===== config.mk =====
export PLATFORM = sky130hd
export DESIGN_NAME = control_unit
export DESIGN_NICKNAME = d
export VERILOG_FILES = /design/src/rtl/control_unit.sv
export SDC_FILE = /design/constraint.sdc
export NUM_CORES = 1
export LEC_CHECK = 0
export ABC_AREA = 1
export BUFFER_PORTS_ARGS = -buffer_cell sky130_fd_sc_hd__buf_2
export CAP_MARGIN = 20
export CORE_AREA = 2 2 58 60
export DETAILED_ROUTE_END_ITERATION = 12
export DIE_AREA = 0 0 60 62
export GPL_ROUTABILITY_DRIVEN = 0
export PLACE_DENSITY = 0.76
export SLEW_MARGIN = 25
export SYNTH_ARGS = -nofsm -noshare
export SYNTH_HDL_FRONTEND = slang
export SYNTH_SLANG_ARGS = --single-unit

===== constraint.sdc =====
create_clock -name clk -period 1.55 [get_ports clk]
set_clock_uncertainty 0.1 [all_clocks]
set_input_delay 0.0775 -clock clk [delete_from_list [all_inputs] [get_ports clk]]
set_output_delay 0.0775 -clock clk [all_outputs]
set_load 0.1 [all_outputs]

===== src/rtl/control_unit.sv =====
// Multicycle Moore control FSM for the MIPS-subset cpu datapath.
// The $29 initial value is held by the datapath. This block only selects it,
// through MemToReg=100 in the post-reset cycle.
module control_unit #(
  parameter int unsigned MEM_WAIT = 2
) (
  input  logic       clk,
  input  logic       reset,
  input  logic [5:0] opcode,
  input  logic [5:0] funct,
  input  logic       Overflow,
  input  logic       Igual,
  output logic       PC_write,
  output logic       A_write,
  output logic       B_write,
  output logic       ALUOut_write,
  output logic       EPC_write,
  output logic       IRWrite,
  output logic       RegWrite,
  output logic       MemWrite,
  output logic       FlagRegWrite,
  output logic       HI_write,
  output logic       LO_write,
  output logic       IorD,
  output logic       seletor_ulaA,
  output logic [1:0] seletor_ulaB,
  output logic [2:0] Seletor,
  output logic [2:0] ShiftOP,
  output logic [1:0] RegDst,
  output logic [2:0] MemToReg,
  output logic [1:0] PCSource,
  output logic       exc_cause,
  output logic [4:0] state_dbg
);

  localparam int unsigned CNT_W = $clog2(MEM_WAIT + 2);

  localparam logic [5:0] OP_R    = 6'h00;
  localparam logic [5:0] OP_J    = 6'h02;
  localparam logic [5:0] OP_JAL  = 6'h03;
  localparam logic [5:0] OP_BEQ  = 6'h04;
  localparam logic [5:0] OP_BNE  = 6'h05;
  localparam logic [5:0] OP_ADDI = 6'h08;
  localparam logic [5:0] OP_LW   = 6'h23;
  localparam logic [5:0] OP_SW   = 6'h2B;
  localparam logic [5:0] FN_SLL  = 6'h00;
  localparam logic [5:0] FN_SRL  = 6'h02;
  localparam logic [5:0] FN_JR   = 6'h08;
  localparam logic [5:0] FN_ADD  = 6'h20;
  localparam logic [5:0] FN_SUB  = 6'h22;
  localparam logic [5:0] FN_AND  = 6'h24;

  typedef enum logic [4:0] {
    RST    = 5'd0,
    FETCH  = 5'd1,
    DECODE = 5'd2,
    EXEC_R = 5'd3,
    WB_R   = 5'd4,
    EXEC_I = 5'd5,
    WB_I   = 5'd6,
    SH_LD  = 5'd7,
    SH_OP  = 5'd8,
    SH_WB  = 5'd9,
    JR     = 5'd10,
    J      = 5'd11,
    JAL    = 5'd12,
    BR     = 5'd13,
    ADDR   = 5'd14,
    LW_RD  = 5'd15,
    SW     = 5'd16,
    EXC    = 5'd17
  } state_t;

  state_t           state, state_n;
  logic [CNT_W-1:0] cnt, cnt_n;
  logic             cause, cause_n;
  logic             wait_done;

  assign wait_done = (cnt == CNT_W'(MEM_WAIT));

  // State, memory-wait counter and exception cause registers
  always_ff @(posedge clk) begin
    if (!reset) begin
      state <= RST;
      cnt   <= '0;
      cause <= 1'b0;
    end else begin
      state <= state_n;
      cnt   <= cnt_n;
      cause <= cause_n;
    end
  end

  // Next-state and Moore control decode; everything forced low while in reset
  always_comb begin
    state_n      = state;
    cnt_n        = cnt;
    cause_n      = cause;
    PC_write     = 1'b0;
    A_write      = 1'b0;
    B_write      = 1'b0;
    ALUOut_write = 1'b0;
    EPC_write    = 1'b0;
    IRWrite      = 1'b0;
    RegWrite     = 1'b0;
    MemWrite     = 1'b0;
    FlagRegWrite = 1'b0;
    HI_write     = 1'b0;
    LO_write     = 1'b0;
    IorD         = 1'b0;
    seletor_ulaA = 1'b0;
    seletor_ulaB = 2'b00;
    Seletor      = 3'b000;
    ShiftOP      = 3'b000;
    RegDst       = 2'b00;
    MemToReg     = 3'b000;
    PCSource     = 2'b00;
    exc_cause    = 1'b0;
    state_dbg    = 5'd0;
    if (reset) begin
      state_dbg = state;
      case (state)
        RST: begin
          RegWrite = 1'b1;
          RegDst   = 2'b10;
          MemToReg = 3'b100;
          state_n  = FETCH;
          cnt_n    = '0;
        end
        FETCH: begin
          seletor_ulaB = 2'b01;
          Seletor      = 3'b001;
          if (wait_done) begin
            IRWrite  = 1'b1;
            PC_write = 1'b1;
            state_n  = DECODE;
          end else begin
            cnt_n = cnt + CNT_W'(1);
          end
        end
        DECODE: begin
          A_write      = 1'b1;
          B_write      = 1'b1;
          ALUOut_write = 1'b1;
          seletor_ulaB = 2'b11;
          Seletor      = 3'b001;
          cause_n      = 1'b0;
          case (opcode)
            OP_R: begin
              case (funct)
                FN_ADD, FN_SUB, FN_AND: state_n = EXEC_R;
                FN_SLL, FN_SRL:         state_n = SH_LD;
                FN_JR:                  state_n = JR;
                default:                state_n = EXC;
              endcase
            end
            OP_ADDI:      state_n = EXEC_I;
            OP_LW, OP_SW: state_n = ADDR;
            OP_BEQ, OP_BNE: state_n = BR;
            OP_J:         state_n = J;
            OP_JAL:       state_n = JAL;
            default:      state_n = EXC;
          endcase
        end
        EXEC_R: begin
          seletor_ulaA = 1'b1;
          ALUOut_write = 1'b1;
          FlagRegWrite = 1'b1;
          case (funct)
            FN_ADD:  Seletor = 3'b001;
            FN_SUB:  Seletor = 3'b010;
            default: Seletor = 3'b011;
          endcase
          if (Overflow && (funct == FN_ADD || funct == FN_SUB)) begin
            state_n = EXC;
            cause_n = 1'b1;
          end else begin
            state_n = WB_R;
          end
        end
        EXEC_I: begin
          seletor_ulaA = 1'b1;
          seletor_ulaB = 2'b10;
          Seletor      = 3'b001;
          ALUOut_write = 1'b1;
          FlagRegWrite = 1'b1;
          if (Overflow) begin
            state_n = EXC;
            cause_n = 1'b1;
          end else begin
            state_n = WB_I;
          end
        end
        SH_LD: begin
          ShiftOP = 3'b001;
          state_n = SH_OP;
        end
        SH_OP: begin
          ShiftOP = (funct == FN_SRL) ? 3'b011 : 3'b010;
          state_n = SH_WB;
        end
        ADDR: begin
          seletor_ulaA = 1'b1;
          seletor_ulaB = 2'b10;
          Seletor      = 3'b001;
          ALUOut_write = 1'b1;
          if (opcode == OP_LW) begin
            state_n = LW_RD;
            cnt_n   = '0;
          end else begin
            state_n = SW;
          end
        end
        LW_RD: begin
          IorD = 1'b1;
          if (wait_done) begin
            RegWrite = 1'b1;
            MemToReg = 3'b001;
            state_n  = FETCH;
            cnt_n    = '0;
          end else begin
            cnt_n = cnt + CNT_W'(1);
          end
        end
        default: begin
          // Single-cycle terminal states all return to FETCH
          state_n = FETCH;
          cnt_n   = '0;
          case (state)
            WB_R: begin
              RegWrite = 1'b1;
              RegDst   = 2'b01;
            end
            WB_I: RegWrite = 1'b1;
            SH_WB: begin
              RegWrite = 1'b1;
              RegDst   = 2'b01;
              MemToReg = 3'b010;
            end
            JR: begin
              seletor_ulaA = 1'b1;
              PC_write     = 1'b1;
            end
            J: begin
              PC_write = 1'b1;
              PCSource = 2'b10;
            end
            JAL: begin
              RegWrite = 1'b1;
              RegDst   = 2'b11;
              MemToReg = 3'b011;
              PC_write = 1'b1;
              PCSource = 2'b10;
            end
            BR: begin
              seletor_ulaA = 1'b1;
              Seletor      = 3'b111;
              PC_write     = (opcode == OP_BEQ) ? Igual : ~Igual;
              PCSource     = 2'b01;
            end
            SW: begin
              IorD     = 1'b1;
              MemWrite = 1'b1;
            end
            EXC: begin
              EPC_write    = 1'b1;
              seletor_ulaB = 2'b01;
              Seletor      = 3'b010;
              PC_write     = 1'b1;
              PCSource     = 2'b11;
              exc_cause    = cause;
            end
            default: state_n = RST;
          endcase
        end
      endcase
    end
  end

endmodule

==> impl_metrics.csv, run 1 <==
group,metric,value,unit
synth,async_flop_share,0,
outcome,haltStage,"5_1_grt",
synth,yosys_warnings,0,
synth,synth_edf_count,0,
floorplan,dieHeight,62,µm
clock_network,cts.sinks,8,
synth,synth-seq-cells,8,
synth,synth_top_area_cell,"nand2_1",
synth,avgSynthCellArea,4.995,µm²
placed_design,dp_cells,403,
placed_design,io_buffers,46,
clock_network,htreeDepth,1,
floorplan,fp.dieW,60,µm
clock_network,cts_hold_buf,0,
clock_network,cts_made_buffers,3,
synth,synth_adder_area_share,0.02804,
synth,synth-xor-area-share,0,
floorplan,rows,21,
synth,synth.area.top_cells,"nand2_1, nor2_1, inv_1",
outcome,error,"[ERROR GRT-0232] Routing congestion too high. Check the congestion heatmap in the GUI.",
grt,grt_remaining_overflow,182,
clock_network,cts-root-buf,"clkbuf_4",
grt,grt_util_all_layers,0.8470,
clock_network,clk_path_buf_depth,2,
outcome,outcome,"aborted with a tool error",
placed_design,dp_hpwl,4150,µm
floorplan,start_util,0.4211,
grt,grt_max_degree,16,
synth,synth_cell_types,30,
synth,synth_top_family_by_area,"simple AND/OR/NAND/NOR gates",
synth,yosysSeqAreaShare,0.1196,
synth,synthSimpleGateAreaFrac,0.5243,
synth,synth_area,0.001339,mm²
placed_design,place_area,0.002592,mm²
synth,synth_top_cell_area_share,0.1794,
synth,ys.flop_type,"dfxtp_1",
floorplan,io_pins,50,
synth,synthMuxAreaShare,0,
synth,synthCells,268,
synth,synth_compound_area_frac,0.1449,
## cell usage after synthesis, types with 4 or more instances
cell     count
a21oi_1     12
inv_1       50
nor2_1      56
nand3_1     20
nor3_1       5
buf_4        4
nor2_2       4
dfxtp_1      8
o21ai_0     13
nand2_1     64
## per-stage QoR
step	setup WS [ns]	TNS, ns	util
after global placement	-0.1388	-1.437	0.8154
after CTS	-0.3928	-6.796	0.9437
after floorplan	-0.5164	-5.031	-
after detailed placement	-0.2512	-2.691	0.8154
## timing repair
action / CTS
setup buffers: 14
pin swaps: 23
gates resized for setup: 84
setup endpoints to repair: 34
## cell families after synthesis
family	count (synthesis)
AOI/OAI and AO/OA	34
adders and majority gates	3
buffers and inverters	60
DFF	8
other	1
and+or+nand+nor	162
## routing by layer
metal	global-route usage	GRT overflow
met4	1.083	65
met1	0.7718	1
met2	1.134	112
met5	0.05714	0
met3	0.5507	4
==> run 2: changes to the inputs <==
- CORE_AREA: 2 2 58 60 -> 2 2 63 65
- DIE_AREA: 0 0 60 62 -> 0 0 65 67
- PLACE_DENSITY: 0.76 -> unset
- PLACE_DENSITY_LB_ADDON: unset -> 0.15
- clock period: 1.55 -> 2 ns (I/O delays scaled with it)
==> impl_metrics.csv, run 2 <==
group,metric,value,unit
placed_design,io_buffers,46,
worst_setup_path,crit_family,"simple AND/OR/NAND/NOR gates",
sta,setup_viol,0,
power,pwr-share-seq,0.082,
synth,avgSynthCellArea,4.995,µm²
power,p_sw,2.460,mW
synth,synth.area.top_cells,"nand2_1, nor2_1, inv_1",
detailed_routing,routedWlPerCell,12.44,µm
floorplan,io_pins,50,
final_layout,largest_reg_flops,5,
power,ir_drop,0.001019,V
final_layout,antennaDiodeCount,0,
detailed_routing,ant_nets,0,
clock_network,htreeDepth,1,
grt,grt_util_all_layers,0.2172,
sta,hold_viol,0,
sta,fin_crit,1.987,ns
clock_network,clk-insertion-delay-late,0.23,ns
floorplan,fp.dieW,65,µm
final_layout,fin_nets,353,
placed_design,dp_cells,362,
worst_setup_path,path_max_fanout,6,
power,clkPwrFrac,0.049,
clock_network,cts-root-buf,"clkbuf_8",
synth,synth_top_cell_area_share,0.1794,
detailed_routing,dr.pass1.iters,4,
synth,synthTopCellsByCount,"nand2_1, nor2_1, inv_1, nand3_1, o21ai_0",
final_layout,stdcell_area,0.002446,mm²
clock_network,path_clk_slew,0.04,ns
worst_setup_path,cp.required,1.80,ns
power,power_density,1648,mW/mm²
worst_setup_path,end_kind,"output port",
power,switching_share,0.6104,
synth,synth_edf_count,0,
synth,synth_top_area_cell,"nand2_1",
grt,grt_pass1_wl,7458,µm
detailed_routing,first_iter_violations,85,
synth,synth-seq-cells,8,
clock_network,cts_made_buffers,3,
sta,fin_setup_tns,0,ns
synth,post-synth-top-count-cell,"nand2_1",
outcome,outcome,"finished, final reports clean",
floorplan,rows,22,
worst_setup_path,crit_arrival,1.79,ns
clock_network,cts.sinks,8,
run,cap_violations,0,
floorplan,die_area,0.004355,mm²
floorplan,dieHeight,67,µm
detailed_routing,vias,1887,
synth,ys.flop_type,"dfxtp_1",
detailed_routing,vias_per_cell,4.966,
sta,holdWs,0.1585,ns
clock_network,cts_hold_buf,0,
grt,grt_max_degree,18,
power,p_leak,1.232,nW
final_layout,top_regs,"state x5, cnt x2, cause x1",
sta,rsz0062_at_grt,"true",
power,total_power,4.031,mW
worst_setup_path,crit_top_cell,"nand2_4",
worst_setup_path,path_cells,"inv_6 > nand2_4 > nor2_4 > nand2_4 > nand3_2 > nor2_4 > nand2_4 > nor3_2 > nor3_4 > buf_12",
clock_network,cts_tree,"built",
sta,slew_violations,0,
worst_setup_path,crit_path_start_kind,"flip-flop",
worst_setup_path,critPathSlowestCell,"dfxtp_4",
grt,antenna_found_initial,0,
detailed_routing,drc_errors,0,
synth,yosys_warnings,0,
synth,yosysSeqAreaShare,0.1196,
sta,setup_slack,0.01349,ns
synth,synth_area,0.001339,mm²
synth,synth_cell_types,30,
sta,fmaxAchievable,503.4,MHz
placed_design,dp_slack,0.04400,ns
synth,async_flop_share,0,
synth,synthCells,268,
worst_setup_path,crit_buf_inv,2,
final_layout,area_delta_synth_final,82.71,%
final_layout,stdcell_count,380,
final_layout,top_register,"state",
floorplan,start_util,0.3713,
detailed_routing,wl,4726,µm
clock_network,clk_path_buf_depth,2,
final_layout,final_cell_mix,"nand2_1, inv_1, nor2_1, buf_2, buf_12",
floorplan,core_region_area,0.003606,mm²
final_layout,final_common_cell,"nand2_1",
final_layout,fillCellCount,282,
final_layout,layout-drive-gt1-share,0.4127,
placed_design,place_area,0.002122,mm²
final_layout,final_util,0.6783,
power,pwr-share-comb,0.870,
power,p_int,1.570,mW
hold_path,min_path_type,"in -> reg",
sta,timing.final.crit_share,0.9933,
worst_setup_path,slowest_delay,0.37,ns
placed_design,dp_hpwl,3478,µm
worst_setup_path,worstSetupPathType,"reg -> out",
grt,first_global_vias,1734,
grt,grt_remaining_overflow,0,
[run 2: what timing repair did]
item	in CTS	in global routing
hold endpoints to repair	0	0
resized for setup	22	35
buffers inserted	8	7
pin swaps	7	9
setup endpoints to repair	8	13
[run 2: cell families after synthesis]
kind of cell | synth area share
other cells | 0.002801
simple gates | 0.5243
flops | 0.1196
fa+ha+maj | 0.02804
compound gates | 0.1449
buf+inv | 0.1804
[run 2: final cells by class]
cell class	instances	area, µm²	area share
Inverter	53	210.2	0.08593
Clock buffer	3	41.29	0.01688
Multi-Input combinational cell	202	1241	0.5074
Timing Repair Buffer	66	714.4	0.2921
Sequential cell	8	178.9	0.07315
Tap cell	48	60.06	0.02455
[run 2: power by group through the flow]
stage	Clock, mW	Sequential [mW]	Combinational, mW
finish	0.196	0.329	3.51
global placement	0	0.274	2.91
CTS	0.197	0.296	3.18
floorplan	0	0.262	2.14
global route	0.208	0.338	3.67
detailed placement	0	0.277	2.92
[run 2: worst reg2reg max path: stages (launching register included)]
cell        delay (ns)
dfxtp_4           0.39
inv_2             0.07
nor2_2            0.11
nand2_1           0.14
nor2_4            0.17
clkinvlp_4        0.20
buf_4             0.20
nand3_2           0.09
nor3_2            0.06
o21ai_1           0.14
nor2_1            0.06
[run 2: path summary, 6_finish.rpt]
| kind | from | end | slack (ns) | cells past startpoint |
|---|---|---|---|---|
| min reg2reg | cnt[1] | cnt[1] | 0.41 | 2 |
| max reg2reg | state[1] | cnt[0] | 0.15 | 10 |
| max | state[4] | RegWrite | 0.01 | 10 |
| min | reset | cnt[1] | 0.16 | 3 |
[run 2: layer usage]
layer  wire, µm  vias to the layer above  track usage  share of wire
li1           -                      965            -              -
met1       1964                      818       0.2702           0.42
met2       2247                       86       0.3724           0.48
met3        362                       18      0.03041          0.077
met4        152                        0      0.09309          0.032
met5          0                        -            0              0
No activity file was read; power rests on OpenSTA's default activity.
